$ cat config.mk
export PLATFORM = sky130hd
export DESIGN_NAME = arp_rx
export DESIGN_NICKNAME = d
export VERILOG_FILES = /design/src/rtl/arp_pkg.sv /design/src/rtl/arp_rx.sv
export SDC_FILE = /design/constraint.sdc
export NUM_CORES = 1
export LEC_CHECK = 0
export CORE_MARGIN = 5
export CORE_UTILIZATION = 40
export DETAILED_ROUTE_END_ITERATION = 8
export PLACE_DENSITY = 0.61
export SYNTH_ARGS = -nofsm -noshare
export SYNTH_HDL_FRONTEND = slang
export SYNTH_SLANG_ARGS = --single-unit
$ cat constraint.sdc
create_clock -name clk -period 2.3 [get_ports clk]
set_input_delay 0.23 -clock clk [delete_from_list [all_inputs] [get_ports clk]]
set_output_delay 0.23 -clock clk [all_outputs]
set_load 0.02 [all_outputs]
$ cat src/rtl/arp_pkg.sv
`default_nettype none
// +---------------------------------------------------------------------------+
// | arp_pkg : constants and state encoding shared by the ARP RX/TX/ctrl blocks |
// | Revision: 1.0                                                             |
// +---------------------------------------------------------------------------+
package arp_pkg;

    localparam logic [15:0] ETH_TYPE_ARP  = 16'h0806;
    localparam logic [15:0] ARP_OP_REQ    = 16'h0001;
    localparam logic [15:0] ARP_OP_REPLY  = 16'h0002;
    localparam logic [7:0]  PREAMBLE_BYTE = 8'h55;
    localparam logic [7:0]  SFD_BYTE      = 8'hD5;
    localparam logic [4:0]  PREAMBLE_CNT  = 5'd6;
    localparam logic [4:0]  ETH_HEAD_LEN  = 5'd14;
    localparam logic [4:0]  ARP_LEN       = 5'd28;

    localparam int          STATE_W     = 3;
    localparam logic [2:0]  ST_IDLE     = 3'd0;
    localparam logic [2:0]  ST_PREAMBLE = 3'd1;
    localparam logic [2:0]  ST_ETH_HEAD = 3'd2;
    localparam logic [2:0]  ST_ARP_DATA = 3'd3;
    localparam logic [2:0]  ST_RX_END   = 3'd4;

    // Byte idx of a MAC address in wire order (0 = most significant).
    function automatic logic [7:0] mac_byte(input logic [47:0] mac, input logic [2:0] idx);
        case (idx)
            3'd0:    mac_byte = mac[47:40];
            3'd1:    mac_byte = mac[39:32];
            3'd2:    mac_byte = mac[31:24];
            3'd3:    mac_byte = mac[23:16];
            3'd4:    mac_byte = mac[15:8];
            default: mac_byte = mac[7:0];
        endcase
    endfunction

endpackage
`default_nettype wire

$ cat src/rtl/arp_rx.sv
`default_nettype none
// +---------------------------------------------------------------------------+
// | arp_rx : GMII receive parser that accepts ARP request/reply for BOARD_IP   |
// | Revision: 1.0                                                             |
// +---------------------------------------------------------------------------+
module arp_rx
    import arp_pkg::*;
#(
    parameter logic [47:0] BOARD_MAC = 48'h00_11_22_33_44_55,
    parameter logic [31:0] BOARD_IP  = 32'hC0_A8_01_0A
) (
    input  logic        clk,
    input  logic        sys_rst,
    input  logic        gmii_rx_dv,
    input  logic [7:0]  gmii_rxd,
    output logic        arp_rx_done,
    output logic        arp_rx_type,
    output logic [47:0] src_mac,
    output logic [31:0] src_ip
);

    logic [STATE_W-1:0] state_q, state_d;
    logic [4:0]         cnt_q, cnt_d;
    logic               ucast_q, ucast_d, bcast_q, bcast_d, etype_ok_q, etype_ok_d;
    logic [15:0]        oper_q, oper_d;
    logic [47:0]        sha_q, sha_d;
    logic [31:0]        spa_q, spa_d;
    logic [23:0]        tpa_q, tpa_d;
    logic               done_q, done_d, rx_type_q, rx_type_d;
    logic [47:0]        mac_q, mac_d;
    logic [31:0]        ip_q, ip_d;

    logic w_head_ok, w_op_ok, w_accept;

    assign w_head_ok = (ucast_q | bcast_q) && etype_ok_q && (gmii_rxd == ETH_TYPE_ARP[7:0]);
    assign w_op_ok   = (oper_q == ARP_OP_REQ) || (oper_q == ARP_OP_REPLY);
    assign w_accept  = (state_q == ST_ARP_DATA) && gmii_rx_dv && (cnt_q == ARP_LEN - 5'd1)
                       && w_op_ok && ({tpa_q, gmii_rxd} == BOARD_IP);

    // Reset parks the FSM in RX_END so a frame already in flight is skipped.
    always_ff @(posedge clk) begin
        if (sys_rst) state_q <= ST_RX_END;
        else         state_q <= state_d;
    end

    always_comb begin
        state_d = state_q;
        case (state_q)
            ST_IDLE: begin
                if (gmii_rx_dv && gmii_rxd == PREAMBLE_BYTE) state_d = ST_PREAMBLE;
            end
            ST_PREAMBLE: begin
                if (!gmii_rx_dv)                                         state_d = ST_IDLE;
                else if (gmii_rxd == PREAMBLE_BYTE && cnt_q < PREAMBLE_CNT) state_d = ST_PREAMBLE;
                else if (gmii_rxd == SFD_BYTE && cnt_q == PREAMBLE_CNT)     state_d = ST_ETH_HEAD;
                else                                                     state_d = ST_RX_END;
            end
            ST_ETH_HEAD: begin
                if (!gmii_rx_dv)                           state_d = ST_IDLE;
                else if (cnt_q == ETH_HEAD_LEN - 5'd1)     state_d = w_head_ok ? ST_ARP_DATA : ST_RX_END;
            end
            ST_ARP_DATA: begin
                if (!gmii_rx_dv)                           state_d = ST_IDLE;
                else if (cnt_q == ARP_LEN - 5'd1)          state_d = ST_RX_END;
            end
            ST_RX_END: begin
                if (!gmii_rx_dv) state_d = ST_IDLE;
            end
            default: state_d = ST_RX_END;
        endcase
    end

    always_comb begin
        cnt_d      = cnt_q;
        ucast_d    = ucast_q;
        bcast_d    = bcast_q;
        etype_ok_d = etype_ok_q;
        oper_d     = oper_q;
        sha_d      = sha_q;
        spa_d      = spa_q;
        tpa_d      = tpa_q;
        done_d     = 1'b0;
        rx_type_d  = rx_type_q;
        mac_d      = mac_q;
        ip_d       = ip_q;
        case (state_q)
            ST_IDLE: cnt_d = 5'd0;
            ST_PREAMBLE: begin
                if (gmii_rx_dv) begin
                    cnt_d = cnt_q + 5'd1;
                    if (gmii_rxd == SFD_BYTE && cnt_q == PREAMBLE_CNT) begin
                        cnt_d      = 5'd0;
                        ucast_d    = 1'b1;
                        bcast_d    = 1'b1;
                        etype_ok_d = 1'b1;
                    end
                end
            end
            ST_ETH_HEAD: begin
                if (gmii_rx_dv) begin
                    cnt_d = (cnt_q == ETH_HEAD_LEN - 5'd1) ? 5'd0 : cnt_q + 5'd1;
                    if (cnt_q < 5'd6) begin
                        if (gmii_rxd != mac_byte(BOARD_MAC, cnt_q[2:0])) ucast_d = 1'b0;
                        if (gmii_rxd != 8'hFF)                          bcast_d = 1'b0;
                    end
                    if (cnt_q == 5'd12 && gmii_rxd != ETH_TYPE_ARP[15:8]) etype_ok_d = 1'b0;
                end
            end
            ST_ARP_DATA: begin
                if (gmii_rx_dv) begin
                    cnt_d = cnt_q + 5'd1;
                    if (cnt_q == 5'd6)                       oper_d = {gmii_rxd, oper_q[7:0]};
                    if (cnt_q == 5'd7)                       oper_d = {oper_q[15:8], gmii_rxd};
                    if (cnt_q >= 5'd8 && cnt_q <= 5'd13)     sha_d  = {sha_q[39:0], gmii_rxd};
                    if (cnt_q >= 5'd14 && cnt_q <= 5'd17)    spa_d  = {spa_q[23:0], gmii_rxd};
                    if (cnt_q >= 5'd24 && cnt_q <= 5'd26)    tpa_d  = {tpa_q[15:0], gmii_rxd};
                    // Held outputs load from the shadows only when the packet is accepted.
                    if (w_accept) begin
                        done_d    = 1'b1;
                        rx_type_d = (oper_q == ARP_OP_REPLY);
                        mac_d     = sha_q;
                        ip_d      = spa_q;
                    end
                end
            end
            default: ;
        endcase
    end

    always_ff @(posedge clk) begin
        if (sys_rst) begin
            cnt_q      <= 5'd0;
            ucast_q    <= 1'b0;
            bcast_q    <= 1'b0;
            etype_ok_q <= 1'b0;
            oper_q     <= 16'd0;
            sha_q      <= 48'd0;
            spa_q      <= 32'd0;
            tpa_q      <= 24'd0;
            done_q     <= 1'b0;
            rx_type_q  <= 1'b0;
            mac_q      <= 48'd0;
            ip_q       <= 32'd0;
        end else begin
            cnt_q      <= cnt_d;
            ucast_q    <= ucast_d;
            bcast_q    <= bcast_d;
            etype_ok_q <= etype_ok_d;
            oper_q     <= oper_d;
            sha_q      <= sha_d;
            spa_q      <= spa_d;
            tpa_q      <= tpa_d;
            done_q     <= done_d;
            rx_type_q  <= rx_type_d;
            mac_q      <= mac_d;
            ip_q       <= ip_d;
        end
    end

    assign arp_rx_done = done_q;
    assign arp_rx_type = rx_type_q;
    assign src_mac     = mac_q;
    assign src_ip      = ip_q;

endmodule
`default_nettype wire

* After elaboration in Yosys (flattened, before gate mapping)
Index checks and enable logic that the tools add are counted.
** Cells by class
- Add/subtract/negate cells :: 1
- Magnitude comparators :: 7
- Equality and inequality tests :: 34
- Mux-type cells :: 36
- Bitwise gates (word level) :: 4
- Reduce and logical (&&, ||, !) cells :: 30
** Operator list (count)
- 7-bit one-hot mux with 5 select lines :: 1
- 32-bit == test (second input constant) :: 1
- 8-bit two-way mux :: 4
- 3-bit two-way mux :: 10
- 5-bit two-way mux :: 5
- 2-bit != test (second input constant) :: 10
- 5-bit one-hot mux with 4 select lines :: 1
- 16-bit by 1-bit == test with 1-bit output (second input constant) :: 1
- 16-bit by 2-bit == test with 1-bit output (second input constant) :: 1
- 3-bit one-hot mux with 5 select lines :: 1
- 3-bit AND reduction :: 5
- 1-bit logical AND :: 13
- 3-bit by 2-bit == test with 1-bit output (second input constant) :: 4
- 4-bit AND reduction :: 3
- 6-bit AND reduction :: 2
- 1-bit two-way mux :: 11
- 5-bit by 3-bit == test with 1-bit output (second input constant) :: 2
- 5-bit by 4-bit == test with 1-bit output (second input constant) :: 2
- 5-bit by 4-bit >= comparator with 1-bit output (second input constant) :: 2
- 5-bit <= comparator (second input constant) :: 2
- 8-bit by 3-bit == test with 1-bit output (second input constant) :: 1
- 8-bit by 7-bit == test with 1-bit output (second input constant) :: 1
- 8-bit == test (second input constant) :: 1
- 8-bit by 4-bit != test with 1-bit output (second input constant) :: 1
- other kinds (20) :: 27
** Word-level totals
- Bits in registers :: 213
- Input port bits :: 11
- Output and inout port bits :: 82
- Logic and storage cells :: 126

* Logic depth before layout (Yosys ltp)
Gate-level depths: netlist of the first run.
- Word-level depth :: 10
- Mapped depth :: 9
- Depth with buffers taken out :: 7

* Worst setup path before layout of the first run
OpenSTA, ideal clock, no wires.
- Path type :: reg-to-reg
- Start point :: reg cnt_q[1]
- End point :: reg ip_q[0] (netlist: src_ip[0])
- Setup time :: 120 ps
- Arrival :: 1816 ps
- Setup slack :: 365 ps
- Stages on the path, launching flop included :: 8
- Path buffers :: 1
- Path through :: dfxtp_1 ha_1 and3b_1 nand3b_1 nor4_4 nand2_2 buf_6 mux2i_1
** On the way
- Word-level cells in the longest chain between the ends :: 5
** RTL lines
- start, declared :: RTL line arp_rx.sv:23 : logic [4:0] cnt_q, cnt_d;
- start signal, assigned :: RTL line arp_rx.sv:145 : cnt_q <= cnt_d;
- 5-bit == test :: RTL line arp_rx.sv:37 : assign w_accept = (state_q == ST_ARP_DATA) && gmii_rx_dv && (cnt_q == ARP_LEN - 5'd1)
- 1-bit logical AND :: RTL line arp_rx.sv:37
- 1-bit logical AND (2 in a row) :: RTL line arp_rx.sv:38 : && w_op_ok && ({tpa_q, gmii_rxd} == BOARD_IP);
- 3-bit AND reduction (no source line)
- end signal, assigned :: RTL line arp_rx.sv:156 : ip_q <= ip_d;
- end, declared :: RTL line arp_rx.sv:31 : logic [31:0] ip_q, ip_d;
No other way between the ends.
A chain may end at the register's enable or synchronous reset.

* Final worst setup path of the first run
- Start point :: reg oper_q[3]
- End point :: reg mac_q[39] (netlist: src_mac[39])
** On the way
- Word-level cells in the longest chain between the ends :: 5
** RTL lines
- start, declared :: RTL line arp_rx.sv:25 : logic [15:0] oper_q, oper_d;
- start signal, assigned :: RTL line arp_rx.sv:149 : oper_q <= oper_d;
- 16-bit by 1-bit == test with 1-bit output or 16-bit by 2-bit == test with 1-bit output (tied branches) :: RTL line arp_rx.sv:36 : assign w_op_ok = (oper_q == ARP_OP_REQ) || (oper_q == ARP_OP_REPLY);
- 1-bit logical OR * :: RTL line arp_rx.sv:36
- 1-bit logical AND * (2 in a row) :: RTL line arp_rx.sv:38
- 3-bit AND reduction (no source line) *
- end signal, assigned :: RTL line arp_rx.sv:155 : mac_q <= mac_d;
- end, declared :: RTL line arp_rx.sv:30 : logic [47:0] mac_q, mac_d;
Mark *: on every way between the ends. The rest lies on a longest branch, timed or not.

==> key figures, run 1 <==
Setup path
  • Crit. End Element: flop
  • Crit Path Max Fanout: 33
  • Required @ worst endpoint: between 2 and 3 ns
  • WS Path Type: reg2reg
  • Critical Path AT: approximately 2.4 ns
  • CP Launch Type: flop
  • Flop-to-flop setup slack: between 0.2 and 0.3 ns

Route
  • Per-cell routed wire length: 14.9 um
  • DR vias: approximately 6700
  • Detail Route Antenna Nets: 0
  • Final routed DRC violation total: 0
  • Routed wire length: roughly 20 mm
  • Via/cell ratio: approximately 5
  • Pre-Repair DR Iteration Count: 4
  • Iteration-0 DRC count of the detailed router: just over 300

Timing
  • Endpoints failing hold: 0
  • Max-slew violations: 0
  • Final setup TNS: 0 ns
  • Finish-stage setup viols: 0
  • Hold slack: around 0.11 ns
  • RSZ-0062 raised after global routing: false
  • Fmax: 0.489 GHz
  • Skew final: 0.0196 ns
  • Worst Tran Pin Value: roughly 0.47 ns
  • Slew headroom: between 60 and 70%
  • Final min period: ~2.0 ns
  • Crit share post-route: about nine tenths

Synthesis
  • Main synth FF type: dfxtp_1
  • Syn_nets: about 1000
  • Syn Area/Cell: around 9.3 sq um
  • Synthesis Warnings: 0
  • #FFs+latches synth: 213
  • Mapped Area: between 9000 and 10000 sq um
  • Post-synth EDFFs: 0
  • Post-synthesis sequential area ratio: 47.1%
  • Syn Inst Count: 970
  • FFs w/ async S/R, synth: 0%
  • Unique masters post-synth: 52

Finish
  • Fill cells: approximately 2100
  • Antenna diodes: 0
  • Share of cells above drive strength 1: under 10%
  • Area occupied by multi-input gates: 4410 sq um
  • Final #Nets: ~1100
  • Fin util: just under 50%
  • Final cell count without fillers: between 1000 and 1500
  • Register Area: between 4000 and 5000 sq um
  • Most frequent cells in the layout: dfxtp_1 (212), nand2b_1 (162), mux2i_1 (154), nand2_1 (112), clkdlybuf4s50_1 (91)
  • Design area: between 10000 and 15000 sq um
  • P&R area growth vs syn: 23.0%
  • Commonest non-fill, non-tap cell in the layout: dfxtp_1

Die
  • Num rows: between 50 and 60
  • Die height: 161 um
  • Core Region: 22500 sq um
  • Num ports: 93
  • Chip Width: approximately 160 um
  • Initial Util: approximately 40%
  • Die Area: around 26000 sq um

Hold path
  • Hold WC Path Type: in2reg

Placement
  • DP Area: roughly 10000 sq um
  • DP HPWL: around 14 mm
  • Cell count after placement: ~1300
  • Global placer's final weighted congestion: around 0.8
  • IO Port Bufs: between 90 and 100

Pwr
  • Leak: 4.55 nW
  • Power Density: 674 nW/um^2
  • Peak supply drop: about 0.52 mV

Clock network
  • H-tree Lvls: 1
  • Clock buffer count from CTS: 24
  • TritonCTS clock tree: yes
  • Root buffer cell: clkbuf_16
  • Clock Tree Buf Depth: 3
  • Clk slew on worst S/H paths: about 0.060 ns
  • Skew-Pair Late Insertion Delay: around 0.51 ns
  • TritonCTS Sinks: between 200 and 250
  • Post-CTS Hold Buffers: 0

Run
  • Maxcap violations: 0

Global routing
  • Initial antenna violation count: 0
  • Tot GR Track Use: 15.2%
  • Vias in the first global route: roughly 6300
  • Total overflow reported by the global router: 0
  • Largest net degree at the start of global routing: 61
  • First-pass GRT wire length: 33.4 mm

Outcome
  • Status: finished clean
==> critical path, stage by stage (launching register included) <==
cell and delay [ns]:
dfxtp_1 0.31, nor4_1 0.44, nand4_1 0.24, nor4_4 0.40, nand2_4 0.15, buf_12 0.22, mux2i_1 0.15
==> power breakdown <==
group	leakage [nW]	switching, mW	internal [mW]
clock network	0.362	1.46	2.11
logic	2.48	0.135	0.111
registers	1.72	0.00737	3.69
==> path summary, 6_finish.rpt <==
kind,startpoint,end,depth (start not counted)
max,oper_q[3],src_mac[39],6
min,sys_rst,oper_q[13],2
max reg2reg,oper_q[3],src_mac[39],6
min reg2reg,sha_q[45],sha_q[45],2
==> cell type report <==
class	instances	share of cell area (%)
tap	285	3.20
clock buffer	37	6.37
multi-input combinational	674	39.6
inverter	8	0.270
sequential	213	38.3
timing repair buffer	134	12.0
clock inverter	3	0.270
==> per-stage QoR <==
stage	setup slack (ns)	total power, mW
after floorplan	0.365	3.94
after global placement	0.0255	4.03
after detailed placement	-0.0251	4.03
after CTS	0.181	7.60
after global routing	0.0309	7.78
final	0.256	7.51
==> registers in the layout, summed over array words and instances, names as in the netlist, 3 cells and up <==
| signal | cells |
|---|---|
| sha_q | 48 |
| tpa_q | 24 |
| oper_q | 16 |
| spa_q | 32 |
| cnt_q | 5 |
| src_mac | 48 |
| state_q | 3 |
| src_ip | 32 |
==> logic make-up after synthesis <==
| kind of cell | synth area share (%) |
|---|---|
| compound gates | 6.06 |
| xor+xnor | 0.0967 |
| fa+ha+maj | 0.690 |
| buf+inv | 4.52 |
| flops | 47.1 |
| mux | 17.0 |
| simple gates | 24.6 |
==> layer usage <==
| layer | share of wire [%] | vias up | track usage (%) |
|---|---|---|---|
| met5 | 0 | - | 0 |
| met4 | 1.8 | 0 | 3.56 |
| met3 | 3.2 | 23 | 2.46 |
| met2 | 44 | 110 | 22.9 |
| met1 | 51 | 3124 | 22.8 |
| li1 | - | 3414 | - |
==> Yosys cell counts (3+ instances only) <==
| master | number | area (sq um) |
|---|---|---|
| a31oi_1 | 6 | 37.5 |
| inv_1 | 8 | 30.0 |
| nand4_1 | 9 | 56.3 |
| or3_1 | 3 | 18.8 |
| mux2i_1 | 154 | 1540 |
| and2_1 | 3 | 18.8 |
| ha_1 | 5 | 62.6 |
| nor4_1 | 4 | 25.0 |
| nor3_1 | 4 | 20.0 |
| nand2_1 | 112 | 420 |
| buf_2 | 18 | 90.1 |
| nor2b_1 | 3 | 18.8 |
| a211o_1 | 4 | 35.0 |
| a21oi_1 | 53 | 265 |
| buf_6 | 9 | 101 |
| nand3_1 | 6 | 30.0 |
| nor3b_1 | 4 | 30.0 |
| nand2b_1 | 162 | 1010 |
| o21ai_0 | 6 | 30.0 |
| clkbuf_1 | 46 | 173 |
| dfxtp_1 | 213 | 4260 |
| nor2_1 | 88 | 330 |
| nor4b_1 | 10 | 87.6 |
==> timing repair <==
action	CTS	global route
buffers inserted	0	0
resized for setup	0	4
setup endpoints to repair	0	66
Power figures use the tool's default switching activity.
==> run 2, diff against run 1 <==
--- a/config.mk
+++ b/config.mk
@@ -8,7 +8,9 @@
 export CORE_MARGIN = 5
 export CORE_UTILIZATION = 40
 export DETAILED_ROUTE_END_ITERATION = 8
+export GPL_TIMING_DRIVEN = 0
 export PLACE_DENSITY = 0.61
+export SLEW_MARGIN = 15
 export SYNTH_ARGS = -nofsm -noshare
 export SYNTH_HDL_FRONTEND = slang
 export SYNTH_SLANG_ARGS = --single-unit
==> key figures, run 2 (synthesis results as in run 1) <==
Outcome
  • Status: finished clean

Clock network
  • Clk slew on worst S/H paths: 0.06 ns
  • Clock buffer count from CTS: 24
  • Root buffer cell: clkbuf_16
  • Skew-Pair Late Insertion Delay: ~0.52 ns
  • Clock Tree Buf Depth: 3
  • TritonCTS clock tree: yes
  • H-tree Lvls: 1
  • TritonCTS Sinks: 213

Setup path
  • Crit Path Max Fanout: 10
  • Crit. End Element: flop
  • Critical Path AT: between 2 and 3 ns
  • CP Launch Type: flop
  • Required @ worst endpoint: ~2.7 ns
  • WS Path Type: reg2reg

Pwr
  • Leak: 4.52 nW
  • Power Density: 700 nW/um^2
  • Total power: 7.77 mW
  • Peak supply drop: between 0.4 and 0.5 mV

Route
  • DR vias: between 6000 and 7000
  • Detail Route Antenna Nets: 0
  • Final routed DRC violation total: 0
  • Iteration-0 DRC count of the detailed router: 361
  • Via/cell ratio: 4.95
  • Routed wire length: 21.5 mm
  • Per-cell routed wire length: 15.6 um
  • Pre-Repair DR Iteration Count: 4

Die
  • Num ports: 93
  • Die Area: about 26000 sq um
  • Core Region: around 23000 sq um
  • Initial Util: slightly above 40%
  • Die height: between 150 and 200 um
  • Chip Width: between 150 and 200 um
  • Num rows: 55

Timing
  • Max-slew violations: 0
  • Worst Tran Pin Value: roughly 0.67 ns
  • Fmax: between 0.4 and 0.5 GHz
  • RSZ-0062 raised after global routing: true
  • Crit share post-route: between 90% and 100%
  • Endpoints failing hold: 0
  • Slew headroom: a little under three fifths
  • Final min period: 2.14 ns
  • Skew final: ~0.014 ns
  • Post-route setup slack: between 0.15 and 0.2 ns
  • Finish-stage setup viols: 0

Global routing
  • First-pass GRT wire length: about 35 mm
  • Largest net degree at the start of global routing: 13
  • Total overflow reported by the global router: 0
  • Vias in the first global route: between 6000 and 7000
  • Initial antenna violation count: 0
  • Tot GR Track Use: 16.4%

Placement
  • Worst slack, placed: -0.271 ns
  • IO Port Bufs: 86
  • Global placer's final weighted congestion: between 0.8 and 0.9
  • DP Area: 10300 sq um
  • DP HPWL: roughly 15 mm

Finish
  • Antenna diodes: 0
  • P&R area growth vs syn: 22.6%
  • Most frequent cells in the layout: dfxtp_1 (211), nand2b_1 (162), mux2i_1 (154), nand2_1 (112), nor2_1 (88)
  • Design area: ~11000 sq um
  • Fill cells: roughly 2100
  • Share of cells above drive strength 1: 7.38%
  • Commonest non-fill, non-tap cell in the layout: dfxtp_1
  • Final #Nets: approximately 1100

Hold path
  • Hold WC Path Type: in2reg

Run
  • Maxcap violations: 0
==> run 2: cell types whose count changed in the layout (fill, tap and decap cells not counted), sizes merged <==
cell | previous run | this run
inv | 9 | 8
clkinv | 2 | 5
clkbuf | 37 | 82
clkdlybuf4s50 | 91 | 86
buf | 43 | 28
bufinv | 0 | 2
==> run 2: final cells by class <==
cell class | count | area (sq um) | area share, %
sequential | 213 | 4270 | 38.4
timing repair buffer | 87 | 868 | 7.82
multi-input combinational | 674 | 4400 | 39.6
inverter | 8 | 30.0 | 0.270
clock inverter | 7 | 100 | 0.901
clock buffer | 34 | 698 | 6.29
buffer | 75 | 384 | 3.46
tap | 285 | 357 | 3.21
==> run 2: worst paths after layout <==
path,from,endpoint,slack (ns),depth (start not counted)
setup / recovery,cnt_q[1],sha_q[44],0.16,9
hold / removal,gmii_rxd[0],sha_q[0],0.05,3
setup reg to reg,cnt_q[1],sha_q[44],0.16,9
hold reg to reg,sha_q[43],sha_q[43],0.45,2
==> run 2: stage by stage <==
stage | util (%) | TNS [ns] | instances | hold slack [ns]
6_report | 49.4 | 0 | 1383 | 0.0509
5_1_grt | 49.4 | -0.0331 | 1383 | 0.0845
4_1_cts | 49.3 | 0 | 1382 | 0.0322
3_5_place_dp | 45.7 | -29.47 | 1341 | 0.447
3_3_place_gp | 45.7 | -25.95 | 1341 | 0.444
2_1_floorplan | - | 0 | 970 | 0.423
==> run 2: report_power, final <==
group	leakage, nW	internal, mW	total [mW]	switching (mW)
combinational	2.41	0.0899	0.240	0.150
clock	0.395	2.33	3.84	1.51
sequential	1.72	3.69	3.70	0.00349
==> run 2: timing repair <==
item / 4_1_cts / 5_1_grt
hold buffers: 0 / 0
setup buffers: 0 / 1
gates cloned: 0 / 0
endpoints found under the setup margin: 80 / 95
gates resized for setup: 3 / 4
pin swaps: 0 / 1
==> run 2: critical path: stages, from the launching register on <==
cell and delay (ns):
dfxtp_2 0.37, inv_1 0.13, ha_1 0.24, o21ba_2 0.19, and2_1 0.17, or3_1 0.36, buf_2 0.21, clkbuf_4 0.20
nand2_1 0.08, a21oi_1 0.06
==> run 2: per-layer routing <==
metal,part of all wire (%),GRT usage [%]
met1,50,23.5
met4,2.0,4.03
met3,4.0,2.39
met2,44,26.1
met5,0,0
